File: src/rtl/rv32_pkg.sv
// Shared types for the RV32 memory-side blocks.
package rv32_pkg;
  localparam int WORD_W = 32;

  typedef enum logic [1:0] {IDLE, SERVE_I, SERVE_D, RESP} arb_state_t;
  typedef enum logic {OWN_I, OWN_D} arb_owner_t;
endpackage

File: src/rtl/wdog_counter.sv
// Bus-timeout watchdog: counts enabled cycles and flags the last permitted one.
module wdog_counter #(
  parameter int TIMEOUT = 16
) (
  input  logic clk,
  input  logic nRst,
  input  logic en,
  input  logic clr,
  output logic expired
);
  localparam int CW = (TIMEOUT < 1) ? 1 : $clog2(TIMEOUT + 1);
  localparam logic [CW-1:0] LAST = CW'((TIMEOUT < 1) ? 0 : TIMEOUT - 1);

  logic [CW-1:0] cnt;

  always_ff @(posedge clk or negedge nRst) begin
    if (!nRst)    cnt <= '0;
    else if (clr) cnt <= '0;
    else if (en)  cnt <= cnt + CW'(1);
  end

  // TIMEOUT of 0 leaves the counter free-running but never expiring.
  assign expired = (TIMEOUT != 0) && en && (cnt == LAST);
endmodule

File: src/rtl/mem_arbiter.sv
// Fetch/data to single memory bus arbiter; data has fixed priority,
// one transaction in flight, all bus and requester outputs registered.
module mem_arbiter
  import rv32_pkg::*;
#(
  parameter int TIMEOUT = 16
) (
  input  logic              clk,
  input  logic              nRst,
  input  logic              i_req,
  input  logic [WORD_W-1:0] i_addr,
  output logic [WORD_W-1:0] i_rdata,
  output logic              i_ack,
  input  logic              d_req,
  input  logic              d_we,
  input  logic [WORD_W-1:0] d_addr,
  input  logic [WORD_W-1:0] d_wdata,
  input  logic [3:0]        d_sel,
  output logic [WORD_W-1:0] d_rdata,
  output logic              d_ack,
  output logic              err,
  output logic              mem_req,
  output logic              mem_we,
  output logic [WORD_W-1:0] mem_addr,
  output logic [WORD_W-1:0] mem_wdata,
  output logic [3:0]        mem_sel,
  input  logic [WORD_W-1:0] mem_rdata,
  input  logic              mem_ack,
  output logic              busy
);
  arb_state_t state;
  arb_owner_t owner;
  logic       serving;
  logic       expired;

  assign serving = (state == SERVE_I) || (state == SERVE_D);

  wdog_counter #(.TIMEOUT(TIMEOUT)) u_wdog (
    .clk     (clk),
    .nRst    (nRst),
    .en      (serving),
    .clr     (!serving),
    .expired (expired)
  );

  always_ff @(posedge clk or negedge nRst) begin
    if (!nRst) begin
      state     <= IDLE;
      owner     <= OWN_I;
      mem_req   <= 1'b0;
      mem_we    <= 1'b0;
      mem_addr  <= '0;
      mem_wdata <= '0;
      mem_sel   <= '0;
      i_ack     <= 1'b0;
      d_ack     <= 1'b0;
      i_rdata   <= '0;
      d_rdata   <= '0;
      err       <= 1'b0;
      busy      <= 1'b0;
    end else begin
      i_ack <= 1'b0;
      d_ack <= 1'b0;
      err   <= 1'b0;
      case (state)
        IDLE: begin
          if (d_req) begin
            mem_we    <= d_we;
            mem_addr  <= d_addr;
            mem_wdata <= d_wdata;
            mem_sel   <= d_sel;
            mem_req   <= 1'b1;
            owner     <= OWN_D;
            busy      <= 1'b1;
            state     <= SERVE_D;
          end else if (i_req) begin
            mem_we   <= 1'b0;
            mem_addr <= i_addr;
            mem_sel  <= 4'hF;
            mem_req  <= 1'b1;
            owner    <= OWN_I;
            busy     <= 1'b1;
            state    <= SERVE_I;
          end
        end
        SERVE_I, SERVE_D: begin
          // A completing ack beats an expiry landing in the same cycle.
          if (mem_ack || expired) begin
            mem_req <= 1'b0;
            err     <= !mem_ack;
            state   <= RESP;
            if (owner == OWN_D) begin
              d_ack   <= 1'b1;
              d_rdata <= (mem_ack && !mem_we) ? mem_rdata : '0;
            end else begin
              i_ack   <= 1'b1;
              i_rdata <= mem_ack ? mem_rdata : '0;
            end
          end
        end
        RESP: begin
          busy  <= 1'b0;
          state <= IDLE;
        end
        default: state <= IDLE;
      endcase
    end
  end
endmodule
File: config.mk
export PLATFORM = sky130hd
export DESIGN_NAME = mem_arbiter
export DESIGN_NICKNAME = d
export VERILOG_FILES = /design/src/rtl/rv32_pkg.sv /design/src/rtl/wdog_counter.sv /design/src/rtl/mem_arbiter.sv
export SDC_FILE = /design/constraint.sdc
export NUM_CORES = 1
export LEC_CHECK = 0
export BUFFER_PORTS_ARGS = -buffer_cell sky130_fd_sc_hd__buf_2
export CAP_MARGIN = 20
export CELL_PAD_IN_SITES_DETAIL_PLACEMENT = 1
export CELL_PAD_IN_SITES_GLOBAL_PLACEMENT = 1
export CORE_ASPECT_RATIO = 1.5
export CORE_MARGIN = 5
export CORE_UTILIZATION = 39
export CTS_CLUSTER_DIAMETER = 50
export DETAILED_ROUTE_END_ITERATION = 8
export HOLD_SLACK_MARGIN = 0.02
export PLACE_DENSITY = 0.9
export SLEW_MARGIN = 25
export SYNTH_ARGS = -nofsm -noshare
export SYNTH_HDL_FRONTEND = slang
export SYNTH_HIERARCHICAL = 1
export SYNTH_SLANG_ARGS = --single-unit
File: constraint.sdc
create_clock -name clk -period 3.4 [get_ports clk]
set_input_delay 0.17 -clock clk [delete_from_list [all_inputs] [get_ports clk]]
set_output_delay 0.17 -clock clk [all_outputs]
set_load 0.02 [all_outputs]
==> summary.md, run 1 <==
| Metric | Value |
|---|---|
| Status | `finished, final reports clean` |
| CTS buffer count | `17` |
| Cells after Synth | `566` |
| Crit-path max FO | `32` |
| Post-CTS Hold Buffers | `91` |
| Core Rows | `57` |
| RD Place Congestion | `0.799` |
| First-pass GRT wire length | `36500 um` |
| Final setup fails | `0` |
| Vias in the first global route | `6590` |
| Hold Crit Class | `in -> reg` |
| Final Hold Fails | `0` |
| Initial antenna violation count | `1` |
| H-Tree Depth | `4` |
| Initial DRC count | `352` |
| Register area | `3650 um2` |
| Post-synth top flop | `dfrtp_1` |
| Multi-input logic area | `2510 um2` |
| Final #Nets | `1063` |
| Die Y | `168 um` |
| Via density | `5.12` |
| Post-synth EDFFs | `0` |
| Routed Antenna Nets | `0` |
| TritonRoute pass-1 iters | `5` |
| Die area | `19400 um2` |
| Final worst-path cycle share | `0.706` |
| RSZ-0062 raised after global routing | `no` |
| Area Growth Syn to Fin | `45.4%` |
| Unique masters post-synth | `40` |
| Drt drc | `0` |
| Crit path required time | `3670 ps` |
| Layout Utilization | `0.579` |
| Wirelength per Cell | `20.8 um` |
| PostCTS Resize Cnt | `0` |
| Syn Area/Cell | `11.5 um2` |
| Area after DPL | `7940 um2` |
| Fin crit period | `2400 ps` |
| Dpl hpwl | `14700 um` |
| Slew of the pin with the lowest slew margin | `835 ps` |
| Register area share after synthesis | `0.562` |
| Leakage | `0.00484 uW` |
| Port Buffer Count | `275` |
| F_max | `416 MHz` |
| Core area | `16300 um2` |
| Slew margin rel. | `0.444` |
| Clk pin slew, worst setup/hold paths | `70 ps` |
| Fill cells | `1787` |
| Postcts setup bufs | `0` |
| Max clock buf depth | `2` |
| Max cap viols | `0` |
| Share of layout cells above drive strength 1 | `0.447` |
| Ys async rst share | `1.00` |
| Peak VDD IR | `0.551 mV` |
| Vias | `5832` |
| Post-route cell area | `9460 um2` |
| Ys Warns | `6` |
| Post-Syn Area | `6500 um2` |
| Io pins | `276` |
| Total Neg Setup Slack | `0 ps` |
| Die Wd | `115 um` |
| Pwr Density | `943 nW/um2` |
| Total congestion overflow | `0` |
| Later-pin clock latency in the skew report | `420 ps` |
| CTS tree | `yes` |
| CTS root buf | `clkbuf_16` |
| Pre-CTS WS | `1130 ps` |
| WP data arrival | `2680 ps` |
| Yosys reg bits | `146` |
| Tot GR Track Use | `0.246` |
| Worst Slack Setup Final | `999 ps` |
| Clock sinks | `146` |
| Initial Util | `0.398` |
| CP endpoint kind | `register` |
| Pin count of the biggest net entering global routing | `84` |
| Pins over their slew limit | `0` |
| Worst setup SP type | `register` |
| Final Skew | `12.7 ps` |
| Post-Synthesis Net Count | `709` |
| Routed WL | `23700 um` |
| CP Class | `reg -> reg` |
==> per-stage QoR <==
step | power (uW) | std cells | hold slack, ps
global placement | 6590 | 1016 | 259
finish | 8920 | 1140 | 42.3
CTS | 8870 | 1139 | 20.3
floorplan | 5520 | 566 | -126
global route | 9420 | 1140 | 36.8
detailed placement | 6800 | 1016 | 267
==> kinds of logic after synthesis <==
group / synth area share
AO/OA/AOI/OAI: 0.143
AND/OR/NAND/NOR: 0.107
flip-flops: 0.562
multiplexers: 0.122
buffers and inverters: 0.0558
adder cells (fa/ha/maj): 0.00962
XOR/XNOR: 0.00135
==> where the power goes <==
| part | internal [uW] | switching (uW) | total, uW | leakage (uW) |
|---|---|---|---|---|
| registers | 2490 | 478 | 2970 | 0.00184 |
| logic | 1430 | 2590 | 4020 | 0.00271 |
| clock network | 1180 | 749 | 1930 | 0.000291 |
| total | 5100 | 3820 | 8920 | 0.00484 |
==> synthesized netlist by cell type, drive strengths merged, types with 2 or more instances <==
| master | n | area [um2] |
|---|---|---|
| o21ai | 134 | 798 |
| buf | 29 | 288 |
| clkbuf | 11 | 41.3 |
| a21oi | 3 | 15.0 |
| mux2 | 33 | 450 |
| inv | 9 | 33.8 |
| dfrtp | 146 | 3650 |
| o21a | 2 | 15.0 |
| nor2 | 5 | 18.8 |
| nor3b | 3 | 27.5 |
| o22ai | 2 | 12.5 |
| o22a | 4 | 35.0 |
| mux2i | 34 | 340 |
| ha | 5 | 62.6 |
| nand2 | 132 | 583 |
==> layout by cell type (no fill, tap or decap), drive strengths merged, types with 11 or more instances in the layout <==
master and instances:
clkbuf 20, dfrtp 146, inv 11, mux2 33
mux2i 34, dlygate4sd3 91, nand2 132, buf 284
o21ai 134
==> state kept, by name (all words and copies together), names as in the netlist <==
| register | flops |
|---|---|
| d_ack | 1 |
| busy | 1 |
| owner | 1 |
| mem_req | 1 |
| err | 1 |
| mem_wdata | 32 |
| mem_addr | 32 |
| i_ack | 1 |
| u_wdog/cnt | 5 |
| mem_we | 1 |
| i_rdata | 32 |
| mem_sel | 4 |
| d_rdata | 32 |
| state | 2 |
==> final timing paths <==
kind | startpoint | end | slack, ps | cells past startpoint
setup / recovery | state[0] | i_rdata[0] | 1000 | 7
hold / removal | d_addr[29] | mem_addr[29] | 40 | 3
setup reg to reg | state[0] | i_rdata[0] | 1000 | 7
hold reg to reg | mem_addr[20] | mem_addr[20] | 480 | 2
max in group asynchronous | nRst | mem_addr[1] | 2230 | 3
min in group asynchronous | nRst | i_rdata[14] | 360 | 2
==> metal layers <==
metal	track usage	vias to the layer above	routed length [um]
li1	-	2644	-
met1	0.259	2868	8010
met2	0.451	252	13100
met3	0.0470	68	1360
met4	0.133	0	1240
met5	0	-	0
==> critical path, cell delays in order, from the launching register on <==
cell     delay, ps
dfrtp_1        370
inv_1           80
ha_1           640
and2_1         360
o21ai_2         80
buf_4          270
o21ai_0        310
o21ai_1        140
==> final cells by class <==
cell class	instances	area share
clock buffer	20	0.0472
clock inverter	12	0.0164
timing repair buffer	375	0.254
inverter	9	0.00357
sequential	146	0.386
tap	206	0.0273
multi-input combinational	371	0.265
antenna	1	0.000265
Power figures use the tool's default switching activity.
==> run 2, diff against run 1 <==
--- a/config.mk
+++ b/config.mk
@@ -11,11 +11,11 @@
 export CELL_PAD_IN_SITES_GLOBAL_PLACEMENT = 1
 export CORE_ASPECT_RATIO = 1.5
 export CORE_MARGIN = 5
-export CORE_UTILIZATION = 39
+export CORE_UTILIZATION = 33
 export CTS_CLUSTER_DIAMETER = 50
 export DETAILED_ROUTE_END_ITERATION = 8
 export HOLD_SLACK_MARGIN = 0.02
-export PLACE_DENSITY = 0.9
+export PLACE_DENSITY = 0.82
 export SLEW_MARGIN = 25
 export SYNTH_ARGS = -nofsm -noshare
 export SYNTH_HDL_FRONTEND = slang
==> constraint.sdc (replaced) <==
create_clock -name clk -period 2 [get_ports clk]
set_input_delay 0.1 -clock clk [delete_from_list [all_inputs] [get_ports clk]]
set_output_delay 0.1 -clock clk [all_outputs]
set_load 0.02 [all_outputs]
==> run 2 against run 1 <==
Against the previous run: combinational power increased by 83%; cell count increased by 10%; count of clock-buffer cells in the layout increased by 3; critical endpoint is now d_rdata[6]; largest cell class unchanged.
==> summary.md, run 2 (same netlist as run 1, synthesis figures left out) <==
| Metric | Value |
|---|---|
| Status | `finished, final reports clean` |
| Core area | `19600 um2` |
| CTS tree | `yes` |
| Area after DPL | `8130 um2` |
| Pin count of the biggest net entering global routing | `74` |
| Most frequent cells in the layout | `274 x buf_2, 146 x dfrtp_1, 134 x dlygate4sd3_1` |
| Worst path max stage delay | `420 ps` |
| Cell repeated most along the worst path | `ha_1` |
| Max cap viols | `0` |
| Fin crit period | `1920 ps` |
| Drt drc | `0` |
| Clk pin slew, worst setup/hold paths | `60 ps` |
| Initial antenna violation count | `7` |
| Slowest CP cell | `dfrtp_1` |
| Post-route cell area | `10300 um2` |
| Final setup fails | `0` |
| Routed Antenna Nets | `0` |
| Final worst-path cycle share | `0.959` |
| Final Hold Fails | `0` |
| Pwr Density | `1560 nW/um2` |
| Via density | `4.90` |
| Port Buffer Count | `275` |
| Core Rows | `63` |
| Max clock buf depth | `2` |
| CTS buffer count | `17` |
| F_max | `521 MHz` |
| Vias in the first global route | `7084` |
| Share of layout cells above drive strength 1 | `0.436` |
| Worst setup SP type | `register` |
| Clock sinks | `146` |
| Crit path required time | `2310 ps` |
| Critical path buffers and inverters | `2` |
| H-Tree Depth | `4` |
| Final #Nets | `1121` |
| Die Wd | `125 um` |
| RD Place Congestion | `0.817` |
| Crit-path max FO | `14` |
| CTS root buf | `clkbuf_16` |
| First-pass GRT wire length | `40200 um` |
| Routed WL | `26600 um` |
| CP top delay family | `flip-flops` |
| Fill cells | `2132` |
| Final Skew | `8.74 ps` |
| Later-pin clock latency in the skew report | `420 ps` |
| Total Neg Setup Slack | `0 ps` |
| Initial Util | `0.331` |
| Dpl hpwl | `15300 um` |
| Tot GR Track Use | `0.229` |
| Critical-path cell list | `ha_1 -> and3_1 -> ha_1 -> and2_4 -> o211ai_4 -> buf_12 -> clkbuf_16 -> o21ai_2` |
| Peak VDD IR | `0.707 mV` |
| WP data arrival | `2230 ps` |
| Die area | `22700 um2` |
| Commonest non-fill, non-tap cell in the layout | `buf_2` |
| Area Growth Syn to Fin | `57.6%` |
| Slew of the pin with the lowest slew margin | `699 ps` |
| CP endpoint kind | `register` |
| Die Y | `182 um` |
| Leakage | `0.00518 uW` |
| RSZ-0062 raised after global routing | `no` |
| Wirelength per Cell | `21.2 um` |
| Initial DRC count | `316` |
| CP Class | `reg -> reg` |
| TritonRoute pass-1 iters | `4` |
| Total congestion overflow | `0` |
| Vias | `6159` |
| Io pins | `276` |
| Pins over their slew limit | `0` |
| Hold Crit Class | `in -> reg` |
| Slew margin rel. | `0.532` |
## run 2: cell type report
class,instances,area (um2),share of cell area
diodes,6,15.0,0.00146
multi-input cells,371,2520,0.245
well taps,260,325,0.0317
repair buffers,433,3050,0.297
clock buffers,23,488,0.0476
inverters,9,33.8,0.00329
flip-flops and latches,146,3650,0.356
clock inverters,8,173,0.0168
## run 2: tightest hold or removal path: stages
cell	delay, ps
buf_2	160
o22ai_1	180
a21oi_1	90
## run 2: power breakdown
group,total (uW),switching [uW],internal (uW)
combinational,7360,4580,2790
sequential,5040,806,4240
clock,3610,1260,2350
## run 2: worst paths after layout
kind	startpoint	to	slack (ps)	cells after the start
worst max-delay path	u_wdog/cnt[1]	d_rdata[6]	80	8
worst min-delay path	i_req	state[0]	140	3
worst max register to register	u_wdog/cnt[1]	d_rdata[6]	80	8
worst min register to register	d_rdata[12]	d_rdata[12]	480	2
max in group asynchronous	nRst	mem_addr[5]	1050	3
min in group asynchronous	nRst	d_rdata[13]	180	2
## run 2: timing repair
action	CTS	global route
cloned	0	2
gates resized for setup	1	7
pin swaps	0	1
setup buffers	0	2
endpoints found under the setup margin	17	58
endpoints found under the hold margin	192	0
hold buffers	134	0
## run 2: per-stage QoR
step | setup WS (ps) | hold slack [ps] | total power (uW) | cells | utilization
after floorplan | 107 | -196 | 9380 | 566 | -
after global placement | 102 | 53.0 | 11500 | 1081 | 0.414
after detailed placement | 5.60 | 51.0 | 11800 | 1081 | 0.414
after CTS | 6.17 | 119 | 15700 | 1246 | 0.516
after global routing | 30.0 | 154 | 16800 | 1256 | 0.522
final | 82.2 | 142 | 16000 | 1256 | 0.522
## run 2: per-layer routing
metal	track usage	share of wire	vias up	wire (um)
met2	0.425	0.55	244	14700
met1	0.228	0.34	3067	9160
met5	0	0.00026	-	7
met3	0.0536	0.046	92	1220
met4	0.143	0.055	2	1470
li1	-	-	2754	-
==> run 3, diff against run 2 <==
--- a/config.mk
+++ b/config.mk
@@ -5,17 +5,17 @@
 export SDC_FILE = /design/constraint.sdc
 export NUM_CORES = 1
 export LEC_CHECK = 0
-export BUFFER_PORTS_ARGS = -buffer_cell sky130_fd_sc_hd__buf_2
+export BUFFER_PORTS_ARGS = -buffer_cell sky130_fd_sc_hd__buf_4
 export CAP_MARGIN = 20
 export CELL_PAD_IN_SITES_DETAIL_PLACEMENT = 1
 export CELL_PAD_IN_SITES_GLOBAL_PLACEMENT = 1
 export CORE_ASPECT_RATIO = 1.5
 export CORE_MARGIN = 5
-export CORE_UTILIZATION = 33
+export CORE_UTILIZATION = 25
 export CTS_CLUSTER_DIAMETER = 50
 export DETAILED_ROUTE_END_ITERATION = 8
 export HOLD_SLACK_MARGIN = 0.02
-export PLACE_DENSITY = 0.82
+export PLACE_DENSITY = 0.66
 export SLEW_MARGIN = 25
 export SYNTH_ARGS = -nofsm -noshare
 export SYNTH_HDL_FRONTEND = slang
==> run 3 against run 2 <==
Against the previous run: sequential cell count did not move; total power grew 2.3%; clock skew shrank 0.79 ps; critical path depth stayed put; via count down 5.1%.
==> summary.md, run 3 (same netlist as run 1, synthesis figures left out) <==
| Metric | Value |
|---|---|
| Crit path required time | `2290 ps` |
| F_max | `528 MHz` |
| Initial Util | `0.252` |
| Flop-to-flop setup slack | `100 ps` |
| Vias in the first global route | `6652` |
| Final worst-path cycle share | `0.948` |
| Routed WL | `24300 um` |
| Final Skew | `7.95 ps` |
| CP endpoint kind | `register` |
| Total Neg Setup Slack | `0 ps` |
| Postcts setup bufs | `0` |
| Leakage | `0.00532 uW` |
| Post-route cell area | `10900 um2` |
| Slew of the pin with the lowest slew margin | `496 ps` |
| WP data arrival | `2190 ps` |
| Core area | `25800 um2` |
| Tot GR Track Use | `0.167` |
| Later-pin clock latency in the skew report | `420 ps` |
| Max clock buf depth | `2` |
| Pre-CTS WS | `75.1 ps` |
| Most frequent cells in the layout | `287 x buf_4, 146 x dfrtp_1, 132 x dlygate4sd3_1` |
| Pins over their slew limit | `0` |
| Dpl hpwl | `16300 um` |
| Initial DRC count | `236` |
| Area after DPL | `8960 um2` |
| Routed Antenna Nets | `0` |
| Die area | `29400 um2` |
| Via density | `4.42` |
| Final Hold Fails | `0` |
| TritonRoute pass-1 iters | `4` |
| CTS tree | `yes` |
| Io pins | `276` |
| Port Buffer Count | `275` |
| CTS buffer count | `17` |
| RSZ-0062 raised after global routing | `no` |
| Crit-path max FO | `33` |
| Pwr Density | `1500 nW/um2` |
| Area Growth Syn to Fin | `68.1%` |
| CP Class | `reg -> reg` |
| First-pass GRT wire length | `38200 um` |
| Status | `finished, final reports clean` |
| Clock sinks | `146` |
| Final setup fails | `0` |
| Commonest non-fill, non-tap cell in the layout | `buf_4` |
| RD Place Congestion | `0.757` |
| Max cap viols | `0` |
| Hold Crit Class | `in -> reg` |
| Slew margin rel. | `0.670` |
| Drt drc | `0` |
| Wirelength per Cell | `18.3 um` |
| Die Y | `208 um` |
| Final #Nets | `1117` |
| Vias | `5844` |
| H-Tree Depth | `4` |
| Die Wd | `142 um` |
| Core Rows | `72` |
| CTS root buf | `clkbuf_16` |
| Clk pin slew, worst setup/hold paths | `60 ps` |
| Pin count of the biggest net entering global routing | `48` |
| Initial antenna violation count | `4` |
| Fin crit period | `1900 ps` |
| Worst Slack Setup Final | `105 ps` |
| Total congestion overflow | `0` |
| Peak VDD IR | `0.735 mV` |
| Worst setup SP type | `register` |
| Share of layout cells above drive strength 1 | `0.435` |
-- run 3: critical path: stages, from the launching register on --
cell	delay (ps)
dfrtp_1	390
ha_1	240
and3_1	180
ha_1	160
and2_1	180
o21ai_2	170
or2_4	150
buf_12	180
o21ai_1	100
-- run 3: area by class of cell --
| cell class | count | area, um2 |
|---|---|---|
| inverter | 9 | 33.8 |
| multi-input combinational | 371 | 2510 |
| antenna | 3 | 7.51 |
| timing repair buffer | 429 | 3670 |
| clock buffer | 22 | 464 |
| clock inverter | 10 | 180 |
| tap | 333 | 417 |
| sequential | 146 | 3650 |
| fill | 2861 | 14800 |
-- run 3: where the power goes --
part | switching, uW | internal (uW) | total, uW
logic | 4420 | 3420 | 7840
registers | 773 | 4240 | 5010
clock network | 1250 | 2280 | 3530
-- run 3: layer usage --
| metal | vias up | GRT usage | part of all wire |
|---|---|---|---|
| met3 | 44 | 0.0371 | 0.041 |
| met4 | 2 | 0.0695 | 0.031 |
| met1 | 2897 | 0.179 | 0.36 |
| li1 | 2749 | - | - |
| met5 | - | 0 | 0.00029 |
| met2 | 152 | 0.309 | 0.57 |
-- run 3: worst paths after layout --
path                          startpoint     endpoint  cells after the start
max                        u_wdog/cnt[0]  i_rdata[11]                      8
min                                i_req         busy                      3
max reg2reg                u_wdog/cnt[0]  i_rdata[11]                      8
min reg2reg                   d_rdata[2]   d_rdata[2]                      2
max in group asynchronous           nRst  d_rdata[22]                      3
min in group asynchronous           nRst  d_rdata[12]                      2
-- run 3: timing repair --
action	CTS	global route
hold buffers	132	0
resized for setup	0	1
setup endpoints to repair	0	1
endpoints found under the hold margin	175	0
-- run 3: through the flow --
step            util  std cells  power (uW)  hold slack [ps]
2_1_floorplan      -        566        9380             -196
3_3_place_gp   0.348       1156       12500             84.2
3_5_place_dp   0.348       1156       12700             86.9
4_1_cts        0.424       1320       16500             24.4
5_1_grt        0.424       1323       17300              103
6_report       0.424       1323       16400              101
